<file path="src/rtl/postage_filter_dbg_pkg.sv">
// rtl/postage_filter_dbg_pkg.sv - shared types and constants for the postage filter debug reporter
package postage_filter_dbg_pkg;

  typedef enum logic [1:0] {
    IDLE  = 2'd0,
    COUNT = 2'd1,
    SEND  = 2'd2,
    HOLD  = 2'd3
  } dbg_state_t;

  localparam logic [7:0]  REPORT_MAGIC = 8'hDE;
  localparam int unsigned REPORT_BEATS = 3;

  typedef logic [1:0] beat_idx_t;

  localparam beat_idx_t LAST_BEAT = beat_idx_t'(REPORT_BEATS - 1);

endpackage

</file>
<file path="src/rtl/postage_filter_dbg_persist.sv">
// rtl/postage_filter_dbg_persist.sv - consecutive-block run counter with threshold compare
module postage_filter_dbg_persist #(
  parameter int unsigned THRESHOLD = 256
) (
  input  logic clock,
  input  logic reset,
  input  logic any,
  input  logic restart,
  output logic reached
);

  localparam int unsigned RUN_W = $clog2(THRESHOLD + 1);
  localparam logic [RUN_W-1:0] LAST_RUN = RUN_W'(THRESHOLD - 1);
  localparam logic [RUN_W-1:0] MAX_RUN  = RUN_W'(THRESHOLD);

  logic [RUN_W-1:0] run_cnt;

  // Count consecutive blocked samples; any quiet cycle or a restart drops the run to zero.
  always_ff @(posedge clock) begin
    if (reset || restart || !any) begin
      run_cnt <= '0;
    end else if (run_cnt != MAX_RUN) begin
      run_cnt <= run_cnt + RUN_W'(1);
    end
  end

  // The current blocked sample is the THRESHOLD-th in a row.
  assign reached = any && (run_cnt == LAST_RUN);

endmodule

</file>
<file path="src/rtl/postage_filter_deadlock_reporter.sv">
// rtl/postage_filter_deadlock_reporter.sv - persistent-block deadlock detector with 3-beat AXIS report
module postage_filter_deadlock_reporter
  import postage_filter_dbg_pkg::*;
#(
  parameter int unsigned NUM_MON   = 4,
  parameter int unsigned THRESHOLD = 256,
  parameter int unsigned CNT_W     = 32
) (
  input  logic               clock,
  input  logic               reset,
  input  logic [NUM_MON-1:0] block_in,
  input  logic               clear,
  output logic [31:0]        m_axis_tdata,
  output logic               m_axis_tvalid,
  input  logic               m_axis_tready,
  output logic               m_axis_tlast,
  output logic               deadlock,
  output logic [NUM_MON-1:0] first_mask,
  output logic [CNT_W-1:0]   block_cycles
);

  dbg_state_t         state;
  dbg_state_t         next_state;
  beat_idx_t          beat;
  logic [31:0]        ts;
  logic [31:0]        decl_ts;
  logic [NUM_MON-1:0] decl_mask;

  logic any;
  logic reached;
  logic restart;
  logic handshake;
  logic start_run;
  logic go_send;
  logic first_clr;
  logic deadlock_clr;

  assign any       = |block_in;
  assign handshake = m_axis_tvalid && m_axis_tready;

  // Once a packet is underway or a deadlock is held, the run must start afresh after re-arm.
  assign restart = clear || (state == SEND) || (state == HOLD);

  postage_filter_dbg_persist #(
    .THRESHOLD (THRESHOLD)
  ) u_persist (
    .clock   (clock),
    .reset   (reset),
    .any     (any),
    .restart (restart),
    .reached (reached)
  );

  // State register.
  always_ff @(posedge clock) begin
    if (reset) begin
      state <= IDLE;
    end else begin
      state <= next_state;
    end
  end

  // Next-state logic; clear outranks detection but cannot interrupt a packet.
  always_comb begin
    next_state = state;
    unique case (state)
      IDLE:  if (!clear && any) next_state = COUNT;
      COUNT: begin
        if (clear || !any) begin
          next_state = IDLE;
        end else if (reached) begin
          next_state = SEND;
        end
      end
      SEND:  if (handshake && (beat == LAST_BEAT)) next_state = HOLD;
      HOLD:  if (clear) next_state = IDLE;
      default: next_state = IDLE;
    endcase
  end

  // Per-state control strobes for the snapshot, flag and stream registers.
  always_comb begin
    start_run    = 1'b0;
    go_send      = 1'b0;
    first_clr    = 1'b0;
    deadlock_clr = 1'b0;
    unique case (state)
      IDLE: begin
        first_clr = clear;
        start_run = any && !clear;
      end
      COUNT: begin
        first_clr = clear;
        go_send   = reached && any && !clear;
      end
      HOLD: begin
        first_clr    = clear;
        deadlock_clr = clear;
      end
      default: ;
    endcase
  end

  // Free-running timestamp used to stamp the declaration.
  always_ff @(posedge clock) begin
    if (reset) begin
      ts <= '0;
    end else begin
      ts <= ts + 32'd1;
    end
  end

  // Saturating count of blocked cycles; clear wins over the increment.
  always_ff @(posedge clock) begin
    if (reset || clear) begin
      block_cycles <= '0;
    end else if (any && (block_cycles != {CNT_W{1'b1}})) begin
      block_cycles <= block_cycles + CNT_W'(1);
    end
  end

  // Mask seen on the first cycle of a run; kept when the run dies out.
  always_ff @(posedge clock) begin
    if (reset || first_clr) begin
      first_mask <= '0;
    end else if (start_run) begin
      first_mask <= block_in;
    end
  end

  // Snapshot taken on the declaring sample so later block_in changes cannot alter the packet.
  always_ff @(posedge clock) begin
    if (reset) begin
      decl_ts   <= '0;
      decl_mask <= '0;
    end else if (go_send) begin
      decl_ts   <= ts;
      decl_mask <= block_in;
    end
  end

  // Sticky deadlock flag, dropped only by clear while holding.
  always_ff @(posedge clock) begin
    if (reset) begin
      deadlock <= 1'b0;
    end else if (go_send) begin
      deadlock <= 1'b1;
    end else if (deadlock_clr) begin
      deadlock <= 1'b0;
    end
  end

  // Stream valid and beat index; a beat only advances on an accepted handshake.
  always_ff @(posedge clock) begin
    if (reset) begin
      m_axis_tvalid <= 1'b0;
      beat          <= '0;
    end else if (go_send) begin
      m_axis_tvalid <= 1'b1;
      beat          <= '0;
    end else if (handshake) begin
      if (beat == LAST_BEAT) begin
        m_axis_tvalid <= 1'b0;
        beat          <= '0;
      end else begin
        beat <= beat + beat_idx_t'(1);
      end
    end
  end

  // Beat payload selected from registers that are frozen while the packet is in flight.
  always_comb begin
    m_axis_tdata = '0;
    m_axis_tlast = 1'b0;
    if (m_axis_tvalid) begin
      unique case (beat)
        beat_idx_t'(0): m_axis_tdata = {REPORT_MAGIC, 8'(NUM_MON), 16'(first_mask)};
        beat_idx_t'(1): m_axis_tdata = decl_ts;
        default:        m_axis_tdata = 32'(decl_mask);
      endcase
      m_axis_tlast = (beat == LAST_BEAT);
    end
  end

endmodule

</file>
<file path="config.mk">
export PLATFORM = sky130hd
export DESIGN_NAME = postage_filter_deadlock_reporter
export DESIGN_NICKNAME = d
export VERILOG_FILES = /design/src/rtl/postage_filter_dbg_pkg.sv /design/src/rtl/postage_filter_dbg_persist.sv /design/src/rtl/postage_filter_deadlock_reporter.sv
export SDC_FILE = /design/constraint.sdc
export NUM_CORES = 1
export LEC_CHECK = 0
export CORE_MARGIN = 2
export CORE_UTILIZATION = 38
export CTS_CLUSTER_SIZE = 20
export DETAILED_ROUTE_END_ITERATION = 10
export SLEW_MARGIN = 20
export SYNTH_ARGS = -nofsm -noshare
export SYNTH_HDL_FRONTEND = slang
export SYNTH_SLANG_ARGS = --single-unit
</file>
<file path="constraint.sdc">
create_clock -name clock -period 1.97 [get_ports clock]
set_input_delay 0.394 -clock clock [delete_from_list [all_inputs] [get_ports clock]]
set_output_delay 0.394 -clock clock [all_outputs]
set_load 0.01 [all_outputs]
</file>
### Yosys cells after proc, flatten, opt, wreduce, memory -nomap -nowiden

Cells that the tools add are included.
W data, S select, Z words.

| cells by class | value |
|---|---|
| add/subtract/negate cells | 4 |
| equal/unequal tests | 12 |
| reductions and logical operators | 26 |
| muxes and demuxes | 19 |

Operators by type and width:

| operator | count |
|---|---|
| $add A32 B1 Y32 const B | 2 |
| $pmux W32 S2 | 1 |
| $mux W32 | 1 |
| $ne A32 B32 Y1 const B | 1 |
| $mux W2 | 6 |
| $mux W1 | 10 |
| $add A9 B1 Y9 const B | 1 |
| $eq A9 B8 Y1 const B | 1 |
| $ne A9 B9 Y1 const B | 1 |
| $pmux W2 S4 | 1 |
| $logic_and A1 B1 Y1 | 7 |
| $logic_or A1 B1 Y1 | 7 |
| $eq A2 B2 Y1 const B | 3 |
| $reduce_bool A2 Y1 | 3 |
| $eq A2 B1 Y1 const B | 2 |
| $logic_not A2 Y1 | 2 |
| $ne A2 B2 Y1 const B | 2 |
| $reduce_and A4 Y1 | 1 |
| $reduce_or A4 Y1 | 1 |
| $ne A3 B3 Y1 const B | 1 |
| $reduce_or A3 Y1 | 1 |
| $add A2 B1 Y2 const B | 1 |
| $logic_not A1 Y1 | 2 |
| $ne A2 B1 Y1 const B | 1 |
| 2 further kinds | 2 |

| storage, ports and cells | value |
|---|---|
| output and inout port bits | 71 |
| register bits after elaboration | 119 |
| bits of input ports | 8 |
| logic and storage cells | 71 |

### Logic depth before layout (Yosys ltp)

Gate-level depths: netlist of the first run.

| depth | value |
|---|---|
| depth after elaboration | 7 |
| depth in mapped cells | 9 |
| mapped depth without buffers | 8 |

### Cells and area by module

Synthesis of the first run repeated with hierarchy kept, for this count alone.

| unflattened totals | value |
|---|---|
| cell total of the unflattened synthesis | 659 |
| area, all modules | 5484.0 um^2 |

Modules (own cells, without submodules):

| module | area an instance (um^2) | sequential area each (um^2) | cells each | times used |
|---|---|---|---|---|
| postage_filter_deadlock_reporter | 5009.8 | 2202.1 | 606 | 1 |
| postage_filter_dbg_persist | 474.2 | 180.2 | 53 | 1 |

### Least setup slack after synthesis of the first run

OpenSTA, ideal clock, no wires.

| timing | value |
|---|---|
| kind | register to register |
| start | register block_cycles[0] |
| end | register block_cycles[0] |
| setup slack | -0.153 ns |
| setup time | 0.128 ns |
| stages on the path, launching flop included | 10 |
| data required time | 1.842 ns |
| arrival | 1.995 ns |
| path buffers | 3 |
| period minus slack after synthesis | 2.123 ns |
| cell sequence | dfxtp_1 ha_1 nand4_1 nor4_1 a31o_2 buf_4 buf_4 buf_4 xor2_1 nor2_1 |

| between the ends | value |
|---|---|
| longest elaborated chain between the ends | 2 |
| elaborated cells on any way between the ends | 3 |
| those cells by class | add/sub: 1; eq/ne: 1; reduce/logical: 1 |

Ends and longest elaborated chain:

| what | line | text |
|---|---|---|
| start, declared | postage_filter_deadlock_reporter.sv:19 | `output logic [CNT_W-1:0] block_cycles` |
| start signal, assigned | postage_filter_deadlock_reporter.sv:118 | `block_cycles <= block_cycles + CNT_W'(1);` |
| parallel branches: the longest is 2 deep, another holds $add A32 B1 Y32 | -- |  |

Several ways; the timed one is not identified.
A chain may end at the register's enable or synchronous reset.

### Final worst setup path of the first run

| timing | value |
|---|---|
| start | register block_cycles[0] |
| end | register block_cycles[28] |

Same word-level chain as after synthesis.

==> results of run 1 <==
==> placed cells by master (no fill, tap or decap), types with 16 or more instances in the layout <==
master	count
buf_2	25
nand3_1	34
buf_6	16
clkbuf_16	22
dfxtp_1	106
and2_1	26
a21oi_2	23
a21oi_1	55
xor2_1	30
o21ai_0	21
buf_4	65
nor2_1	53
or3_1	18
clkdlybuf4s50_1	44
nand2_1	93
==> area by class of cell <==
cell class                 instances  area share
clock buffer                      24      0.0615
inverter                          13     0.00610
multi-input combinational        496       0.392
tap                              180      0.0282
sequential                       119       0.300
clock inverter                     8      0.0149
timing repair buffer             170       0.197
==> sequential cells by signal, indices dropped and copies added (netlist names), named ones only <==
register,cells
deadlock,1
ts,32
block_cycles,32
decl_ts,32
u_persist.run_cnt,9
state,1
m_axis_tvalid,1
decl_mask,4
beat,2
first_mask,4
==> stage by stage <==
| step | util | setup slack (ps) |
|---|---|---|
| floorplan | - | -25.6 |
| global placement | 0.490 | -284 |
| detailed placement | 0.490 | -451 |
| CTS | 0.547 | -129 |
| global route | 0.578 | -115 |
| finish | 0.578 | -47.5 |
==> kinds of logic after synthesis <==
kind of cell,Yosys count,synth area share
AOI/OAI and AO/OA,121,0.123
xor gates and xnor gates,37,0.0605
adders and majority gates,5,0.0117
buffers and inverters,48,0.0366
DFF,119,0.444
muxes,9,0.0170
and+or+nand+nor,324,0.307
==> power breakdown <==
part / leakage [nW] / switching [mW] / internal, mW / total [mW]
clock network: 0.304 / 1.06 / 2.11 / 3.18
logic: 1.84 / 0.0972 / 0.0771 / 0.174
registers: 0.966 / 0.0185 / 2.42 / 2.44
total: 3.11 / 1.18 / 4.61 / 5.79
==> routing by layer <==
layer / vias to the layer above / share of wire / GRT usage
met1: 2547 / 0.47 / 0.257
met5: - / 0 / 0
li1: 2607 / - / -
met3: 29 / 0.039 / 0.0488
met4: 0 / 0.025 / 0.0891
met2: 107 / 0.47 / 0.312
==> repair_timing <==
action                                  CTS  global route
hold buffers                              0             0
endpoints found under the hold margin     0             0
cloned                                    4             7
gates resized for setup                 132           101
endpoints found under the setup margin   68            80
pin swaps                                 7            42
setup buffers                             9             9
==> worst min-delay path, delay by kind of cell, from the launching register on <==
kind | cells | cell delay, ps
DFF | 1 | 300
and+or+nand+nor | 1 | 50
AOI/OAI and AO/OA | 1 | 50
==> worst paths after layout <==
check,startpoint,endpoint,cells past startpoint,slack (ps)
worst max-delay path,block_cycles[0]$_SDFFE_PP0P_,block_cycles[28]$_SDFFE_PP0P_,8,-50
worst min-delay path,decl_ts[7]$_SDFFE_PP0P_,decl_ts[7]$_SDFFE_PP0P_,2,450
worst max register to register,block_cycles[0]$_SDFFE_PP0P_,block_cycles[28]$_SDFFE_PP0P_,8,-50
worst min register to register,decl_ts[7]$_SDFFE_PP0P_,decl_ts[7]$_SDFFE_PP0P_,2,450
==> results.cfg, run 1 <==
[critical_path]
slowest_delay_ps = 500
slowest_stage = or4_4
critPathKind = flip-flop to flip-flop
path_buf_inv = 2
path_delay_family = simple AND/OR/NAND/NOR gates
critPathMaxFanout = 6
endpoint_kind = flip-flop
path_cells = ha_4, nand4_1, buf_4, nor4_4, a31o_4, buf_12, or4_4, a21oi_2
crit_arrival_ps = 2360
crit_required_ps = 2320
startpoint_type = flip-flop

[detailed_routing]
wl_per_cell_um = 15.3
drc_errors = 0
dr.pass1.iters = 4
vias_per_cell = 5.24
via_count = 5290
drtIter0Drc = 300
drtAntennaViolNets = 0
wl_um = 15400

[cells_and_area]
n_fill_cell = 1201
diodes = 0
drive_gt1_frac = 0.281
finalNonFillerCells = 1010
multi_input_area_mm2 = 0.00314
ff_latch_area_mm2 = 0.00240
finalNetCount = 830
fin_area_mm2 = 0.00799
area_growth_pct = 49.1

[yosys]
synth_top_area_cell = dfxtp_1
synthTopCellsByArea = dfxtp_1 44%, nand2_1 7.6%, a21oi_1 7.3%
yosysSeqAreaShare = 0.444
async_flop_share = 0
syn_area_mm2 = 0.00536
synth_flop_cell = dfxtp_1
yosys_warnings = 0
synth_top_area_frac = 0.444
ys_top_cells_by_count = 119 x dfxtp_1, 108 x nand2_1, 78 x a21oi_1
syn_inst = 663
synth_nets = 676
ys_types = 41
ys_ff_latch = 119
synth.most_common_cell = dfxtp_1
synth-edff-count = 0
syn_avg_cell_area_um2 = 8.08

[placed_design]
portBuffers = 78
gp_congestion = 0.841
dp_hpwl_um = 9410
place_area_mm2 = 0.00678
dp_cells = 953

[global_route]
grt.total_usage = 0.199
grt_pass1_vias = 4977
grt_max_degree = 42
antenna_found_initial = 0
grt_pass1_wl_um = 23600
grt_overflow = 0

[clock_tree]
cts-buffers-inserted = 17
htree_levels = 4
cts.sink_count = 119
clockBufferDepth = 2
cts_root_buf = clkbuf_16
clk_latency_ps = 420
cts_tree = yes
clk_pin_slew_ps = 50

[timing]
max_freq_mhz = 496
fin_crit_ps = 2020
hold_ws_ps = 448
finalMaxSlewViolations = 0
layout_setup_ws_ps = -47.5
hold_viol_final = 0
setup_violations = 8
finClkSkew_ps = 6.69
worstMarginPinSlew_ps = 656
fin_setup_tns_ps = -188
post-route-period-util = 1.02
rsz0062_at_grt = yes
max-slew-margin-rel = 0.559

[worst_hold_path]
hp-class = flip-flop to flip-flop

[pwr]
vdd_drop_max_mv = 0.599
p_per_area_mw_per_mm2 = 725
finalPower_mw = 5.79
p_leak_nw = 3.11

[run_status]
status = finished with violations
violations = negative setup slack

[flow_run]
maxCapViolations = 0

[die]
rows = 43
coreArea_mm2 = 0.0138
initial_utilization = 0.388
dieArea_mm2 = 0.0151
io_pins = 79
fp.dieH_um = 123
die_w_um = 123
No activity file was read; power rests on OpenSTA's default activity.
==> inputs of run 2 (changes only) <==
==> constraint.sdc (replaced) <==
create_clock -name clock -period 1.97 [get_ports clock]
set_input_delay 0.394 -clock clock [delete_from_list [all_inputs] [get_ports clock]]
set_output_delay 0.394 -clock clock [all_outputs]
set_load 0.02 [all_outputs]
==> run 2 against run 1 <==
The run now ends clean. Flip-flop and latch count did not move. Design area is 0.75% lower. Largest cell class unchanged. Worst hold slack lost 66 ps. Clock power increased by 8.2%. Critical endpoint is now m_axis_tdata[19]. Non-clock buffer count is 19 lower. Setup slack improved by 72 ps.
==> results.cfg, run 2 (synthesis gave the netlist of run 1 again) <==
[run_status]
status = complete, no violations

[critical_path]
path_cells = nand2b_4, nor2_4, buf_4, buf_6, and2_4, buf_6
crit_arrival_ps = 1550
cpMostUsedCell = buf_6
slowest_stage = dfxtp_1
endpoint_kind = output port
critPathMaxFanout = 6
crit_required_ps = 1580
critPathKind = flip-flop to output port
r2r_cells = 8
slowest_delay_ps = 390
startpoint_type = flip-flop

[detailed_routing]
wl_um = 14600
drtAntennaViolNets = 0
via_count = 5153
wl_per_cell_um = 14.7
drtIter0Drc = 300
dr.pass1.iters = 4
drc_errors = 0
vias_per_cell = 5.20

[die]
coreArea_mm2 = 0.0138
dieArea_mm2 = 0.0151
fp.dieH_um = 123
initial_utilization = 0.388
die_w_um = 123
rows = 43
io_pins = 79

[timing]
worstMarginPinSlew_ps = 801
fin_crit_ps = 1950
max_freq_mhz = 514
post-route-period-util = 0.988
setup_violations = 0
layout_setup_ws_ps = 24.4
hold_viol_final = 0
finalMaxSlewViolations = 0
max-slew-margin-rel = 0.466
rsz0062_at_grt = yes
finClkSkew_ps = 10.3
fin_setup_tns_ps = 0

[placed_design]
gp_congestion = 0.881
dp_hpwl_um = 8970
portBuffers = 78
pre_cts_slack_ps = -414

[clock_tree]
clk_pin_slew_ps = 50
clockBufferDepth = 2
clk_latency_ps = 420
cts.hold.buffers_added = 0
cts_tree = yes
htree_levels = 4
cts_root_buf = clkbuf_16
cts-buffers-inserted = 17
cts.sink_count = 119

[global_route]
grt_pass1_wl_um = 22300
grt.total_usage = 0.188
antenna_found_initial = 0
grt_max_degree = 76
grt_pass1_vias = 4648
grt_overflow = 0

[cells_and_area]
area_growth_pct = 48.0
n_fill_cell = 1207
final_common_cell = dfxtp_1
final_cell_mix = 101 x dfxtp_1, 96 x nand2_1, 63 x a21oi_1
diodes = 0
largestRegisters = block_cycles: 32 flops, decl_ts: 32 flops, ts: 32 flops
multi_input_area_mm2 = 0.00315
ff_latch_area_mm2 = 0.00241
finalNetCount = 811
drive_gt1_frac = 0.277

[pwr]
p_leak_nw = 3.04
vdd_drop_max_mv = 0.522
p_per_area_mw_per_mm2 = 763

[worst_hold_path]
hp-class = input pin to flip-flop
whs_path_depth = 3

[flow_run]
maxCapViolations = 0
==> run 2: changes by cell type in the layout (fill, tap and decap cells not counted), sizes merged, moves of 4 or more <==
cell           previous run  this run
buf                     113        96
clkbuf                   29        25
clkdlybuf4s15             0         5
dlygate4sd2               8         1
==> run 2: final cells by class <==
| class | instances | share of cell area |
|---|---|---|
| inverter | 13 | 0.00615 |
| tap | 180 | 0.0284 |
| clock buffer | 20 | 0.0588 |
| timing repair buffer | 151 | 0.181 |
| multi-input combinational | 496 | 0.398 |
| sequential | 119 | 0.304 |
| clock inverter | 12 | 0.0248 |
==> run 2: critical path, delay by kind of cell, from the launching register on <==
family / cells / cell delay [ps]
AND/OR/NAND/NOR: 3 / 380
flip-flops: 1 / 390
buffers and inverters: 3 / 360
==> run 2: report_power, final <==
| part | internal [mW] | switching (mW) | total [mW] | leakage, nW |
|---|---|---|---|---|
| sequential | 2.42 | 0.0183 | 2.44 | 0.969 |
| combinational | 0.0745 | 0.0958 | 0.170 | 1.76 |
| clock | 2.34 | 1.10 | 3.44 | 0.318 |
| total | 4.83 | 1.22 | 6.05 | 3.04 |
==> run 2: worst paths after layout <==
kind                                                      end  slack [ps]                         start
worst max-delay path                         m_axis_tdata[19]          20    m_axis_tvalid$_SDFFE_PP0P_
worst min-delay path             block_cycles[7]$_SDFFE_PP0P_         380                         reset
worst max register to register  block_cycles[25]$_SDFFE_PP0P_          30  block_cycles[0]$_SDFFE_PP0P_
worst min register to register        decl_ts[6]$_SDFFE_PP0P_         450       decl_ts[6]$_SDFFE_PP0P_
==> run 2: metal layers <==
layer  up-vias  share of wire  global-route usage
li1       2581              -                   -
met1      2430           0.45               0.244
met2       120           0.48               0.300
met3        22          0.055              0.0390
met4         0          0.018              0.0841
met5         -              0                   0
==> run 2: stage by stage <==
step                      total power [mW]  cell area [um2]  utilization  hold WS (ps)  cells
final                                 6.05             7930        0.574           382    991
after global routing                  6.23             7930        0.574           390    991
after CTS                             6.09             7400        0.535           379    977
after detailed placement              2.64             6700        0.484           444    939
after global placement                2.64             6700        0.484           439    939
after floorplan                       2.57             5390            -           432    663
==> run 2: repair_timing <==
item,4_1_cts,5_1_grt
gates cloned,2,6
buffers inserted,4,9
resized for setup,127,115
endpoints found under the setup margin,76,94
hold endpoints to repair,0,0
pin swaps,1,33
==> inputs of run 3 (changes only) <==
- TNS_END_PERCENT: not set -> 30
==> run 3 against run 2 <==
The run now ends with negative setup slack left. Final cell count shrank 0.30%. Register-to-register slack lost 80 ps. Flip-flop and latch count is the same. Non-clock buffer count shrank 3. Die area is the same. Critical path type is now flip-flop to flip-flop. Critical endpoint is now decl_ts[23]$_SDFFE_PP0P_.
==> results.cfg, run 3 (synthesis gave the netlist of run 1 again) <==
[global_route]
grt_overflow = 0
grt_pass1_wl_um = 21900
grt_max_degree = 76
antenna_found_initial = 0
grt.total_usage = 0.184
grt_pass1_vias = 4685

[placed_design]
portBuffers = 78
gp_congestion = 0.871
dp_cells = 951
dp_hpwl_um = 9370

[flow_run]
maxCapViolations = 0

[critical_path]
critPathKind = flip-flop to flip-flop
timing.rr.start = u_persist.run_cnt[5]$_SDFFE_PP0P_
crit_arrival_ps = 2340
critPathMaxFanout = 9
startpoint_type = flip-flop
crit_required_ps = 2300
r2r_cells = 10
endpoint_kind = flip-flop
cp-startpoint = u_persist.run_cnt[5]$_SDFFE_PP0P_

[die]
rows = 43
io_pins = 79
coreArea_mm2 = 0.0138
fp.dieH_um = 123
initial_utilization = 0.388
die_w_um = 123
dieArea_mm2 = 0.0151

[detailed_routing]
dr.pass1.iters = 6
wl_um = 13700
vias_per_cell = 5.15
wl_per_cell_um = 13.9
drtAntennaViolNets = 0
drc_errors = 0
drtIter0Drc = 277
via_count = 5093

[timing]
layout_setup_ws_ps = -46.1
max_freq_mhz = 496
worstMarginPinSlew_ps = 833
max-slew-margin-rel = 0.445
fin_crit_ps = 2020
finalMaxSlewViolations = 0
rsz0062_at_grt = yes
setup_violations = 1
post-route-period-util = 1.02
finClkSkew_ps = 7.40
fin_setup_tns_ps = -46.1
hold_viol_final = 0

[clock_tree]
cts_tree = yes
clk_pin_slew_ps = 60
clockBufferDepth = 2
clk_latency_ps = 410
cts.hold.buffers_added = 0
htree_levels = 4
cts.sink_count = 119
cts_root_buf = clkbuf_16
cts-buffers-inserted = 17

[run_status]
status = finished with violations
violations = negative setup slack

[cells_and_area]
finalNonFillerCells = 988
n_fill_cell = 1253
area_growth_pct = 42.9
final_common_cell = dfxtp_1
finalNetCount = 808
final_cell_mix = 108 x dfxtp_1, 97 x nand2_1, 61 x a21oi_1
drive_gt1_frac = 0.252
diodes = 0
largestRegisters = block_cycles: 32 flops, decl_ts: 32 flops, ts: 32 flops

[pwr]
p_per_area_mw_per_mm2 = 773
p_leak_nw = 2.94
vdd_drop_max_mv = 0.578
finalPower_mw = 5.92

[worst_hold_path]
hp-class = input pin to flip-flop
whs_path_depth = 3
min-delay-start = reset
[run 3: metrics by stage]
stage | setup WS [ps] | cell area [um2] | hold slack, ps | utilization
after CTS | -27.2 | 7360 | 359 | 0.533
after floorplan | -92.0 | 5380 | 432 | -
after global placement | -297 | 6790 | 438 | 0.491
final | -46.1 | 7660 | 365 | 0.554
after global routing | -103 | 7660 | 375 | 0.554
after detailed placement | -394 | 6790 | 445 | 0.491
[run 3: area by class of cell]
type | count | area, um2 | share of cell area
well taps | 180 | 225 | 0.0294
flip-flops and latches | 119 | 2400 | 0.313
inverters | 13 | 48.8 | 0.00637
clock buffers | 17 | 425 | 0.0555
repair buffers | 148 | 1290 | 0.168
clock inverters | 15 | 218 | 0.0284
multi-input cells | 496 | 3050 | 0.398
[run 3: repair_timing]
| action | in CTS | in global routing |
|---|---|---|
| cloned | 0 | 2 |
| setup buffers | 0 | 3 |
| gates resized for setup | 131 | 73 |
| endpoints found under the setup margin | 71 | 90 |
| pin swaps | 3 | 19 |
| endpoints found under the hold margin | 0 | 0 |
[run 3: power breakdown]
| part | internal (mW) | total, mW | switching (mW) |
|---|---|---|---|
| Sequential | 2.42 | 2.44 | 0.0176 |
| Clock | 2.15 | 3.33 | 1.18 |
| Combinational | 0.0665 | 0.158 | 0.0913 |
[run 3: path summary, 6_finish.rpt]
check	endpoint	slack, ps
setup reg to reg	decl_ts[23]$_SDFFE_PP0P_	-50
setup / recovery	decl_ts[23]$_SDFFE_PP0P_	-50
hold / removal	block_cycles[7]$_SDFFE_PP0P_	370
hold reg to reg	decl_ts[10]$_SDFFE_PP0P_	450
[run 3: metal layers]
| layer | track usage | routed length [um] | vias up |
|---|---|---|---|
| met3 | 0.0474 | 634 | 21 |
| met2 | 0.292 | 6410 | 96 |
| met1 | 0.242 | 6440 | 2402 |
| li1 | - | - | 2574 |
| met5 | 0 | 0 | - |
| met4 | 0.0618 | 221 | 0 |
[run 3: worst max-delay path, stage by stage, from the launching register on]
cell and delay (ps):
dfxtp_2 320, and3_4 190, and3_4 180, and3_4 190
ha_4 150, nand2_4 60, nor4_4 230, buf_6 210
clkbuf_16 170, nand2_1 60, a21oi_1 160
